`src/rtl/win_check_ctrl.sv`:
```
// Five-in-a-row check sequencer: walks the board RAM outward from the last stone in 4 directions.
// Latency: 2 cycles per read (ISSUE, EVAL) plus INIT, NEXT_DIR and DONE cycles; 2 cycles for an off-board origin.
// Backpressure: none; start is taken only in IDLE, and start while busy or in the DONE cycle is dropped.
//
// Build option: define EXACT_FIVE_EN for the exact-five rule. Each side then walks up to WIN_LEN
// steps, and the win test (count == WIN_LEN) runs at the end of each direction. Without the
// macro, any run >= WIN_LEN wins and the scan exits at once.
//
// Ports:
//   clock_i, reset_i        rising-edge clock, synchronous active-high reset
//   start_i, x_i, y_i,      one-cycle request with the last stone's coordinate and colour
//   player_i                (0 -> cell code 01, 1 -> cell code 10)
//   mem_rd_o, mem_addr_o    board RAM read strobe and address (y*BOARD_W + x)
//   mem_rdata_i             cell code, valid the cycle after mem_rd_o
//   busy_o, done_o          scan in progress; one-cycle result-valid pulse
//   win_o, win_dir_o        result, held until the next accepted start
module win_check_ctrl #(
    parameter int BOARD_W = 15,
    parameter int BOARD_H = 15,
    parameter int WIN_LEN = 5,
    parameter int ADDR_W  = 8,
    parameter int COORD_W = 4
) (
    input  logic               clock_i,
    input  logic               reset_i,
    input  logic               start_i,
    input  logic [COORD_W-1:0] x_i,
    input  logic [COORD_W-1:0] y_i,
    input  logic               player_i,
    output logic               mem_rd_o,
    output logic [ADDR_W-1:0]  mem_addr_o,
    input  logic [1:0]         mem_rdata_i,
    output logic               busy_o,
    output logic               done_o,
    output logic               win_o,
    output logic [1:0]         win_dir_o
);

    // Two spare bits: one for sign, one so origin + WIN_LEN past the far edge cannot overflow.
    localparam int OFF_W  = COORD_W + 2;
    localparam int CNT_W  = $clog2(2*WIN_LEN+1);
    localparam int STEP_W = $clog2(WIN_LEN+1);
`ifdef EXACT_FIVE_EN
    localparam int STEP_LIM = WIN_LEN;
`else
    localparam int STEP_LIM = WIN_LEN - 1;
`endif
    localparam logic [STEP_W-1:0]       STEP_MAX = STEP_W'(STEP_LIM);
    localparam logic [CNT_W-1:0]        WIN_CNT  = CNT_W'(WIN_LEN);
    localparam logic [CNT_W-1:0]        CNT_SAT  = '1;
    localparam logic signed [OFF_W-1:0] BW_S     = OFF_W'(BOARD_W);
    localparam logic signed [OFF_W-1:0] BH_S     = OFF_W'(BOARD_H);

    typedef enum logic [2:0] {
        ST_IDLE, ST_INIT, ST_ISSUE, ST_EVAL, ST_NEXT_DIR, ST_DONE
    } state_t;

    // Read request for the cell the next ISSUE cycle targets; vld doubles as mem_rd.
    typedef struct packed {
        logic              vld;
        logic [ADDR_W-1:0] addr;
    } rd_req_t;

    state_t             state_q;
    logic [COORD_W-1:0] ox_q, oy_q;
    logic               player_q;
    logic [1:0]         dir_q;
    logic               neg_q;      // 0: walking the + side, 1: the - side
    logic [STEP_W-1:0]  step_q;
    logic [CNT_W-1:0]   count_q;
    rd_req_t            rd_req_q;
    logic               busy_q, done_q, win_q;
    logic [1:0]         win_dir_q;

    logic               match;
    logic [CNT_W-1:0]   count_inc;
    logic               win_now;
    logic               walk_on;
    logic               origin_bad;

    // Cell at origin + side*step*vec(dir); vld clear when it falls off the board.
    function automatic rd_req_t tgt(input logic [COORD_W-1:0] ox, input logic [COORD_W-1:0] oy,
                                    input logic [1:0] dir, input logic neg,
                                    input logic [STEP_W-1:0] step);
        logic signed [OFF_W-1:0] cx, cy, st;
        logic                    ypos;
        rd_req_t                 r;
        st = OFF_W'(step);
        cx = OFF_W'(ox);
        cy = OFF_W'(oy);
        // Every direction except vertical moves +x on the + side.
        if (dir != 2'd1) cx = neg ? cx - st : cx + st;
        // Anti-diagonal is the only direction whose + side moves -y.
        ypos = (dir != 2'd3) ^ neg;
        if (dir != 2'd0) cy = ypos ? cy + st : cy - st;
        r.vld  = !cx[OFF_W-1] && !cy[OFF_W-1] && (cx < BW_S) && (cy < BH_S);
        r.addr = r.vld ? ADDR_W'(cy) * ADDR_W'(BOARD_W) + ADDR_W'(cx) : '0;
        return r;
    endfunction

    assign match      = (mem_rdata_i == {player_q, ~player_q});
    assign count_inc  = (count_q == CNT_SAT) ? count_q : count_q + CNT_W'(1);
    assign walk_on    = match && (step_q != STEP_MAX);
    assign origin_bad = ($signed(OFF_W'(ox_q)) >= BW_S) || ($signed(OFF_W'(oy_q)) >= BH_S);
`ifdef EXACT_FIVE_EN
    assign win_now    = 1'b0;
`else
    assign win_now    = match && (count_inc >= WIN_CNT);
`endif

    always_ff @(posedge clock_i) begin
        if (reset_i) begin
            state_q   <= ST_IDLE;
            ox_q      <= '0;
            oy_q      <= '0;
            player_q  <= 1'b0;
            dir_q     <= 2'd0;
            neg_q     <= 1'b0;
            step_q    <= '0;
            count_q   <= '0;
            rd_req_q  <= '0;
            busy_q    <= 1'b0;
            done_q    <= 1'b0;
            win_q     <= 1'b0;
            win_dir_q <= 2'd0;
        end else begin
            case (state_q)
                ST_IDLE: begin
                    if (start_i) begin
                        ox_q      <= x_i;
                        oy_q      <= y_i;
                        player_q  <= player_i;
                        win_q     <= 1'b0;
                        win_dir_q <= 2'd0;
                        busy_q    <= 1'b1;
                        state_q   <= ST_INIT;
                    end
                end
                ST_INIT: begin
                    if (origin_bad) begin
                        busy_q  <= 1'b0;
                        done_q  <= 1'b1;
                        state_q <= ST_DONE;
                    end else begin
                        dir_q    <= 2'd0;
                        neg_q    <= 1'b0;
                        step_q   <= STEP_W'(1);
                        count_q  <= CNT_W'(1);
                        rd_req_q <= tgt(ox_q, oy_q, 2'd0, 1'b0, STEP_W'(1));
                        state_q  <= ST_ISSUE;
                    end
                end
                ST_ISSUE: begin
                    if (rd_req_q.vld) begin
                        rd_req_q.vld <= 1'b0;
                        state_q      <= ST_EVAL;
                    end else if (!neg_q) begin
                        neg_q    <= 1'b1;
                        step_q   <= STEP_W'(1);
                        rd_req_q <= tgt(ox_q, oy_q, dir_q, 1'b1, STEP_W'(1));
                    end else begin
                        state_q <= ST_NEXT_DIR;
                    end
                end
                ST_EVAL: begin
                    if (match) count_q <= count_inc;
                    if (win_now) begin
                        win_q     <= 1'b1;
                        win_dir_q <= dir_q;
                        busy_q    <= 1'b0;
                        done_q    <= 1'b1;
                        state_q   <= ST_DONE;
                    end else if (walk_on) begin
                        step_q   <= step_q + STEP_W'(1);
                        rd_req_q <= tgt(ox_q, oy_q, dir_q, neg_q, step_q + STEP_W'(1));
                        state_q  <= ST_ISSUE;
                    end else if (!neg_q) begin
                        neg_q    <= 1'b1;
                        step_q   <= STEP_W'(1);
                        rd_req_q <= tgt(ox_q, oy_q, dir_q, 1'b1, STEP_W'(1));
                        state_q  <= ST_ISSUE;
                    end else begin
                        state_q <= ST_NEXT_DIR;
                    end
                end
                ST_NEXT_DIR: begin
`ifdef EXACT_FIVE_EN
                    // Overlines fall through and the scan carries on.
                    if (count_q == WIN_CNT) begin
                        win_q     <= 1'b1;
                        win_dir_q <= dir_q;
                        busy_q    <= 1'b0;
                        done_q    <= 1'b1;
                        state_q   <= ST_DONE;
                    end else
`endif
                    if (dir_q == 2'd3) begin
                        busy_q  <= 1'b0;
                        done_q  <= 1'b1;
                        state_q <= ST_DONE;
                    end else begin
                        dir_q    <= dir_q + 2'd1;
                        neg_q    <= 1'b0;
                        step_q   <= STEP_W'(1);
                        count_q  <= CNT_W'(1);
                        rd_req_q <= tgt(ox_q, oy_q, dir_q + 2'd1, 1'b0, STEP_W'(1));
                        state_q  <= ST_ISSUE;
                    end
                end
                ST_DONE: begin
                    done_q  <= 1'b0;
                    state_q <= ST_IDLE;
                end
                default: state_q <= ST_IDLE;
            endcase
        end
    end

    assign mem_rd_o   = rd_req_q.vld;
    assign mem_addr_o = rd_req_q.addr;
    assign busy_o     = busy_q;
    assign done_o     = done_q;
    assign win_o      = win_q;
    assign win_dir_o  = win_dir_q;

endmodule

```
`config.mk`:
```
export PLATFORM = sky130hd
export DESIGN_NAME = win_check_ctrl
export DESIGN_NICKNAME = d
export VERILOG_FILES = /design/src/rtl/win_check_ctrl.sv
export SDC_FILE = /design/constraint.sdc
export NUM_CORES = 1
export LEC_CHECK = 0
export CAP_MARGIN = 20
export CORE_AREA = 5 5 99 101
export DETAILED_ROUTE_END_ITERATION = 8
export DIE_AREA = 0 0 104 106
export PLACE_DENSITY = 0.92
export RECOVER_POWER = 50
export SKIP_CTS_REPAIR_TIMING = 1
export SYNTH_ARGS = -nofsm -noshare
export SYNTH_HDL_FRONTEND = slang
export SYNTH_SLANG_ARGS = --single-unit
```
`constraint.sdc`:
```
create_clock -name clock_i -period 8 [get_ports clock_i]
set_input_delay 1.2 -clock clock_i [delete_from_list [all_inputs] [get_ports clock_i]]
set_output_delay 1.2 -clock clock_i [all_outputs]
set_load 0.02 [all_outputs]
```
==> impl_results.md, run 1 <==
* Status: finished, final reports clean
* 1st-iter DRT viols at 481
* Pre-CTS WS at 2390 ps
* Fmax at 176 MHz
* CTS tree: done
* Final count of hold timing violations at 0
* Most common cell on crit path: inv_1
* # DRC at 0
* Asr flop ratio synth at 0%
* Die Y at about 110 um
* Wirelength per Cell at 17.6 um
* Power per cell area at approximately 400 mW/mm^2
* Synth area leader: ha_1
* Final antenna-violating net count at 0
* CP top delay family: adder cells
* Clock transition at the registers of the reported paths at 80 ps
* Crit end category: flop
* Worst flop-to-flop path startpoint: step_q[0]$_SDFFE_PP0P_
* Count of cell types in the netlist at 70
* Max clock buf depth at 2
* Seq cells post-synth at 36
* Reg2Reg Setup Slack at 2310 ps
* Post-synth top area share at 20.3%
* GPL Wtd Cong at 0.945
* Detailed Route WL at 14600 um
* Final core occ at a little over two thirds
* CTS H-tree depth at 2
* Worst-path maximum fanout at 4
* Port-buffer cells at 27
* Placed cell count at 820
* Met2 WL post-DR at about 7400 um
* Area contributors post-synth: ha_1 20%, fa_1 16%, dfxtp_1 12%
* Sinks on Clock Net at 36
* CP max stage delay at about 810 ps
* Most frequent cell after synthesis: inv_1
* Met3 WL post-DR at 1080 um
* EDFF count, synth at 0
* CP required at 8220 ps
* Gr usage total at 26.1%
* Kind of critical path: reg2reg
* DRT Pass-1 Iters at 7
* Diode count at 0
* Main synth FF type: dfxtp_1
* Post-route setup slack at about 2300 ps
* Synth cell count leaders: 128 x inv_1, 95 x ha_1, 53 x a21oi_1
* RSZ-0062 raised after global routing: no
* Top sig layer: met4
* Syn Area/Cell at 8.35 um^2
* Tightest Pin Transition at 999 ps
* Drt via density at 6.22
* Fin. max-slew vios at 0
* Non-filler instance count after layout at 828
* Cell area after synthesis at roughly 0.006 mm^2
* Met1 Routed Length at 5660 um
* Synthesized instance count at 702
* Number of global-route vias before repair at 5266
* RR Endpoint: mem_addr_o[7]$_SDFFE_PP0P_
* Hold Crit Depth at 2
* Setup violators final at 0
* Rows at 35
* Yosys warns at 0
* Post-Synthesis Net Count at 859
* Min-delay src: player_q$_SDFFE_PP0P_
* IO Pins at 28
* Root Buffer: clkbuf_8
* Worst skew pair latency at roughly 300 ps
* Inserted Clock Buffers at 5
* Largest net degree at the start of global routing at 33
* VDD IR-drop max at roughly 0.21 mV
* Max-cap violations at 0
* Grt ovf at 0
* Via count at between 5k and 6k
* Final setup TNS at 0 ps
* DIE AREA at roughly 0.011 mm^2
* CP startpoint kind: flop
* Worst Reg-to-Reg Cells at 21
* Clock Skews at roughly 3.8 ps
* First-pass GRT wire length at between 20000 and 25000 um
* Layout area overhead at 7.49%
* Critical path cell sequence: ha_1 > nor2b_1 > or2_2 > ha_1 > nor2_1 > nor4b_1 > a31o_2 > inv_1 > fa_1 > inv_1 > fa_1 > inv_1 > fa_1 > inv_1 > ha_1 > a211oi_1 > o21bai_1 > a21oi_1 > xnor2_1 > a21boi_0 > a311oi_1
* Hold Path Sink: player_q$_SDFFE_PP0P_
* Initial antenna violation count at 0
* Final min period at 5690 ps
* Core Region at 0.00893 mm^2
* LEAKAGE at 2.98 nW
* Worst EP arrival at 5900 ps
* DP HPWL at 11800 um
* Slowest-stage cell, CP: nor4b_1
* Buf+Inv Stages, Crit Path at 4
* Layout Nets at a little under 900
* Tcrit/Tclk final at a little under three quarters
* Die W at ~100 um
* Sequential share of the synthesized area at 12.3%
* Hold Crit Class: reg2reg
* Initial Util at 65.6%
* Share of cells above drive strength 1 at 3.63%
* Slew HR at 32.5%
[worst reg2reg max path: stages (launching register included)]
cell      delay (ps)
dfxtp_1          340
ha_1             210
nor2b_1          140
or2_2            310
ha_1             320
nor2_1            50
nor4b_1          810
a31o_2           260
inv_1             60
fa_1             480
inv_1             50
fa_1             480
inv_1             60
fa_1             520
inv_1             40
ha_1             230
a211oi_1         370
o21bai_1         140
a21oi_1          190
xnor2_1          140
a21boi_0         100
a311oi_1         280
[final cells by class]
class,instances,area (um^2)
inverter,128,480
multi-input combinational,515,4560
timing repair buffer,30,289
clock inverter,3,42.5
tap,111,139
sequential,36,721
clock buffer,5,68.8
fill,676,2630
[state kept, by name (all words and copies together), names as in the netlist]
register,flops
busy_o,1
count_q,4
dir_q,2
done_o,1
mem_addr_o,8
mem_rd_o,1
neg_q,1
ox_q,4
oy_q,4
player_q,1
state_q,3
step_q,3
win_dir_o,2
win_o,1
[how the worst max path moves through the flow]
stage                           start  cells after the start  slack (ps)                    endpoint
2_1_floorplan  step_q[0]$_SDFFE_PP0P_                     21        2850  mem_addr_o[7]$_SDFFE_PP0P_
5_1_grt         dir_q[0]$_SDFFE_PP0P_                     20        1860  mem_addr_o[7]$_SDFFE_PP0P_
3_3_place_gp   step_q[0]$_SDFFE_PP0P_                     21        2610  mem_addr_o[7]$_SDFFE_PP0P_
4_1_cts        step_q[0]$_SDFFE_PP0P_                     21        2330  mem_addr_o[7]$_SDFFE_PP0P_
6_report       step_q[0]$_SDFFE_PP0P_                     21        2310  mem_addr_o[7]$_SDFFE_PP0P_
3_5_place_dp   step_q[0]$_SDFFE_PP0P_                     21        2390  mem_addr_o[7]$_SDFFE_PP0P_
[per-stage QoR]
| stage | hold WS [ps] | total power [mW] | cell area [um^2] |
|---|---|---|---|
| 3_5_place_dp | 469 | 2.32 | 6200 |
| 3_3_place_gp | 462 | 2.22 | 6200 |
| 5_1_grt | 514 | 2.77 | 6300 |
| 2_1_floorplan | 445 | 1.82 | 5860 |
| 4_1_cts | 480 | 2.50 | 6310 |
| 6_report | 481 | 2.49 | 6300 |
[per-layer routing]
layer / GRT usage (%) / vias up
met5: 0 / -
met4: 9.53 / 0
met3: 2.85 / 46
met2: 47.6 / 255
met1: 31.5 / 2451
li1: - / 2396
[cells by family (layout without fill, tap and decap cells)]
| group | count (synthesis) | count (layout) | share of synthesized area (%) |
|---|---|---|---|
| XOR/XNOR | 46 | 46 | 7.10 |
| AND/OR/NAND/NOR | 156 | 156 | 13.2 |
| adder cells (fa/ha/maj) | 143 | 143 | 36.7 |
| AO/OA/AOI/OAI | 162 | 162 | 19.4 |
| flip-flops | 36 | 36 | 12.3 |
| buffers and inverters | 151 | 166 | 9.90 |
| multiplexers | 8 | 8 | 1.39 |
[report_power, final]
| group | total [mW] | switching (mW) | internal [mW] |
|---|---|---|---|
| Combinational | 2.01 | 1.16 | 0.853 |
| Sequential | 0.314 | 0.0899 | 0.224 |
| Clock | 0.167 | 0.0744 | 0.0923 |
| Total | 2.49 | 1.32 | 1.17 |
[layout by cell type (no fill, tap or decap), drive strengths merged, types with 9 or more instances in the layout]
| cell | count |
|---|---|
| dfxtp | 36 |
| nand3 | 9 |
| nor2 | 41 |
| a21o | 9 |
| clkdlybuf4s50 | 12 |
| ha | 95 |
| nand2 | 52 |
| inv | 128 |
| fa | 48 |
| o21ai | 22 |
| dlygate4sd3 | 15 |
| a21oi | 53 |
| xnor2 | 35 |
| a311oi | 9 |
| xor2 | 10 |
Note: power is estimated with default switching activity, not from simulation.
==> inputs of run 2 (changes only) <==
--- a/config.mk
+++ b/config.mk
@@ -6,10 +6,10 @@
 export NUM_CORES = 1
 export LEC_CHECK = 0
 export CAP_MARGIN = 20
-export CORE_AREA = 5 5 99 101
+export CORE_AREA = 5 5 103 105
 export DETAILED_ROUTE_END_ITERATION = 8
-export DIE_AREA = 0 0 104 106
-export PLACE_DENSITY = 0.92
+export DIE_AREA = 0 0 108 110
+export PLACE_DENSITY = 0.86
 export RECOVER_POWER = 50
 export SKIP_CTS_REPAIR_TIMING = 1
 export SYNTH_ARGS = -nofsm -noshare
==> constraint.sdc (replaced) <==
create_clock -name clock_i -period 5.9 [get_ports clock_i]
set_input_delay 0.885 -clock clock_i [delete_from_list [all_inputs] [get_ports clock_i]]
set_output_delay 0.885 -clock clock_i [all_outputs]
set_load 0.02 [all_outputs]
==> impl_results.md, run 2 (same netlist as run 1, synthesis figures left out) <==
* Worst flop-to-flop path startpoint: step_q[0]$_SDFFE_PP0P_
* Port-buffer cells at 27 (unchanged)
* Part of the power in registers at 11.5% (-1.1 points)
* Final setup TNS at 0 ps (unchanged)
* Hold Crit Depth at 2 (unchanged)
* Hold Crit Class: reg2reg
* Buf+Inv Stages, Crit Path at 5 (+1)
* DIE AREA at 0.0119 mm^2 (+7.8%)
* Switching share of power at 52.9% (-0.18 points)
* IO Pins at 28 (unchanged)
* Drt via density at 6.02 (-3.2%)
* Initial antenna violation count at 0 (unchanged)
* Slew HR at 35.0% (+2.6 points)
* Setup violators final at 0 (unchanged)
* DP HPWL at 12100 um (+2.2%)
* Power per cell area at 530 mW/mm^2 (+34%)
* Placed cell count at 852 (+3.9%)
* Fin. max-slew vios at 0 (unchanged)
* LEAKAGE at 3.04 nW (+1.9%)
* CP startpoint kind: flop
* Root Buffer: clkbuf_8
* Largest net degree at the start of global routing at 33 (unchanged)
* Diode count at 0 (unchanged)
* Hold Path Sink: oy_q[0]$_SDFFE_PP0P_
* Fmax at 185 MHz (+5.0%)
* Tightest Pin Transition at 974 ps (-24.5 ps)
* Most frequent cells in the layout: 128 x inv_1, 94 x ha_1, 53 x a21oi_1
* Inserted Clock Buffers at 5 (unchanged)
* Max clock buf depth at 2 (unchanged)
* Slowest-stage cell, CP: fa_1
* RSZ-0062 raised after global routing: no
* Grt ovf at 0 (unchanged)
* Crit end category: flop
* DRT Pass-1 Iters at 5 (-2)
* GPL Wtd Cong at 0.943 (-0.21%)
* Clock transition at the registers of the reported paths at 90 ps (about the same)
* Most common cell on crit path: inv_1
* Kind of critical path: reg2reg
* Status: finished, final reports clean
* Int Power at 1.60 mW (+37%)
* Final antenna-violating net count at 0 (unchanged)
* Layout area overhead at 9.56%
* Layout Nets at 883 (+1.1%)
* Clock Skews at 9.60 ps (+5.76 ps)
* Worst-path maximum fanout at 4 (unchanged)
* Final min period at 5420 ps (-271 ps)
* Gr usage total at 25.4% (-0.68 points)
* Detailed Route WL at 14700 um (+1.3%)
* VDD IR-drop max at 0.382 mV (+80%)
* Tcrit/Tclk final at 91.8% (+21 points)
* Worst Reg-to-Reg Cells at 23 (+9.5%)
* Worst EP arrival at 5620 ps (-280 ps)
* CTS tree: done
* Most common cell after layout, fill and taps aside: inv_1
* 1st-iter DRT viols at 513 (+6.7%)
* Final core occ at 67.3% (-3.3 points)
* CP max stage delay at 530 ps (-280 ps)
* Net Sw Power at 1.80 mW (+36%)
* Max reg flops at 8 (unchanged)
* Clock Power Share at 6.7% (about the same)
* Reg2Reg Setup Slack at 480 ps (-1830 ps)
* Wirelength per Cell at 17.1 um (-2.5%)
* Number of global-route vias before repair at 5223 (-0.82%)
* Final instance area at 0.00642 mm^2 (+1.9%)
* Worst skew pair latency at 300 ps (about the same)
* CP required at 6110 ps (-2110 ps)
* Max-cap violations at 0 (unchanged)
* Min-delay src: oy_q[0]$_SDFFE_PP0P_
* Initial Util at 61.4% (-4.2 points)
* Via count at 5174 (+0.51%)
* Core Region at 0.00955 mm^2 (+6.9%)
* # DRC at 0 (unchanged)
* Post-DP Area at 0.00630 mm^2 (+1.7%)
* CTS H-tree depth at 2 (unchanged)
* RR Endpoint: mem_addr_o[7]$_SDFFE_PP0P_
* Rows at 36 (+2.9%)
* CP top delay family: adder cells
* Critical path cell sequence: ha_1 > nor2b_1 > or2_2 > ha_1 > inv_1 > nor2_1 > nor2_1 > a211oi_2 > xnor2_1 > inv_1 > fa_1 > inv_1 > fa_1 > inv_1 > fa_1 > inv_1 > ha_1 > o21ai_0 > o21bai_1 > a21oi_1 > xnor2_1 > a21boi_0 > a311oi_1
* Share of cells above drive strength 1 at 5.64% (+2.0 points)
* Die Y at 110 um (+3.8%)
* Sinks on Clock Net at 36 (unchanged)
* Final count of hold timing violations at 0 (unchanged)
* Combinational Power Share at 81.8% (+1.1 points)
* Die W at 108 um (+3.8%)
* First-pass GRT wire length at 24200 um (+0.49%)
* Non-filler instance count after layout at 860 (+3.9%)
## run 2: layout make-up
type                            count  area (um^2)
Clock buffer                        5         68.8
Fill cell                         776         3120
Multi-Input combinational cell    515         4580
Timing Repair Buffer               40          364
Sequential cell                    36          721
Clock inverter                      3         42.5
Tap cell                          133          166
Inverter                          128          480
## run 2: per-stage QoR
stage	hold slack, ps	worst slack [ps]	power [mW]
6_report	499	484	3.40
5_1_grt	524	56.2	3.77
4_1_cts	500	272	3.40
3_5_place_dp	488	314	3.14
3_3_place_gp	475	517	3.03
2_1_floorplan	445	746	2.47
## run 2: worst reg2reg max path, cell delays in order (launching register included)
cell and delay [ps]:
dfxtp_1 350, ha_1 230, nor2b_1 150, or2_2 320, ha_1 370, inv_1 80, nor2_1 130, nor2_1 70
a211oi_2 230, xnor2_1 220, inv_1 160, fa_1 520, inv_1 50, fa_1 480, inv_1 60, fa_1 530
inv_1 40, ha_1 330, o21ai_0 240, o21bai_1 90, a21oi_1 170, xnor2_1 130, a21boi_0 100, a311oi_1 290
## run 2: power groups by stage
stage	Clock [mW]	Combinational [mW]	Sequential, mW
final	0.228	2.78	0.391
after global routing	0.236	3.13	0.404
after CTS	0.226	2.78	0.389
after detailed placement	0	2.75	0.395
after global placement	0	2.64	0.389
after floorplan	0	2.08	0.390
## run 2: per-layer routing
metal	GRT usage [%]	routed length, um	vias to the layer above
li1	-	-	2416
met1	32.3	5930	2494
met2	44.1	7240	221
met3	3.32	1090	43
met4	9.74	478	0
met5	0	0	-
## run 2: how the worst max path moves through the flow
| stage | startpoint | end | slack, ps | depth (start not counted) |
|---|---|---|---|---|
| 6_report | step_q[0]$_SDFFE_PP0P_ | mem_addr_o[7]$_SDFFE_PP0P_ | 480 | 23 |
| 5_1_grt | step_q[0]$_SDFFE_PP0P_ | mem_addr_o[7]$_SDFFE_PP0P_ | 60 | 21 |
| 4_1_cts | step_q[0]$_SDFFE_PP0P_ | mem_addr_o[7]$_SDFFE_PP0P_ | 270 | 21 |
| 3_5_place_dp | step_q[0]$_SDFFE_PP0P_ | mem_addr_o[7]$_SDFFE_PP0P_ | 310 | 21 |
| 3_3_place_gp | step_q[0]$_SDFFE_PP0P_ | mem_addr_o[7]$_SDFFE_PP0P_ | 520 | 21 |
| 2_1_floorplan | step_q[0]$_SDFFE_PP0P_ | mem_addr_o[7]$_SDFFE_PP0P_ | 750 | 21 |
==> inputs of run 3 (changes only) <==
--- a/config.mk
+++ b/config.mk
@@ -15,3 +15,4 @@
 export SYNTH_ARGS = -nofsm -noshare
 export SYNTH_HDL_FRONTEND = slang
 export SYNTH_SLANG_ARGS = --single-unit
+export TNS_END_PERCENT = 1
==> results of run 3 <==
Final layout, timing and power as in run 2 (identical DEF).
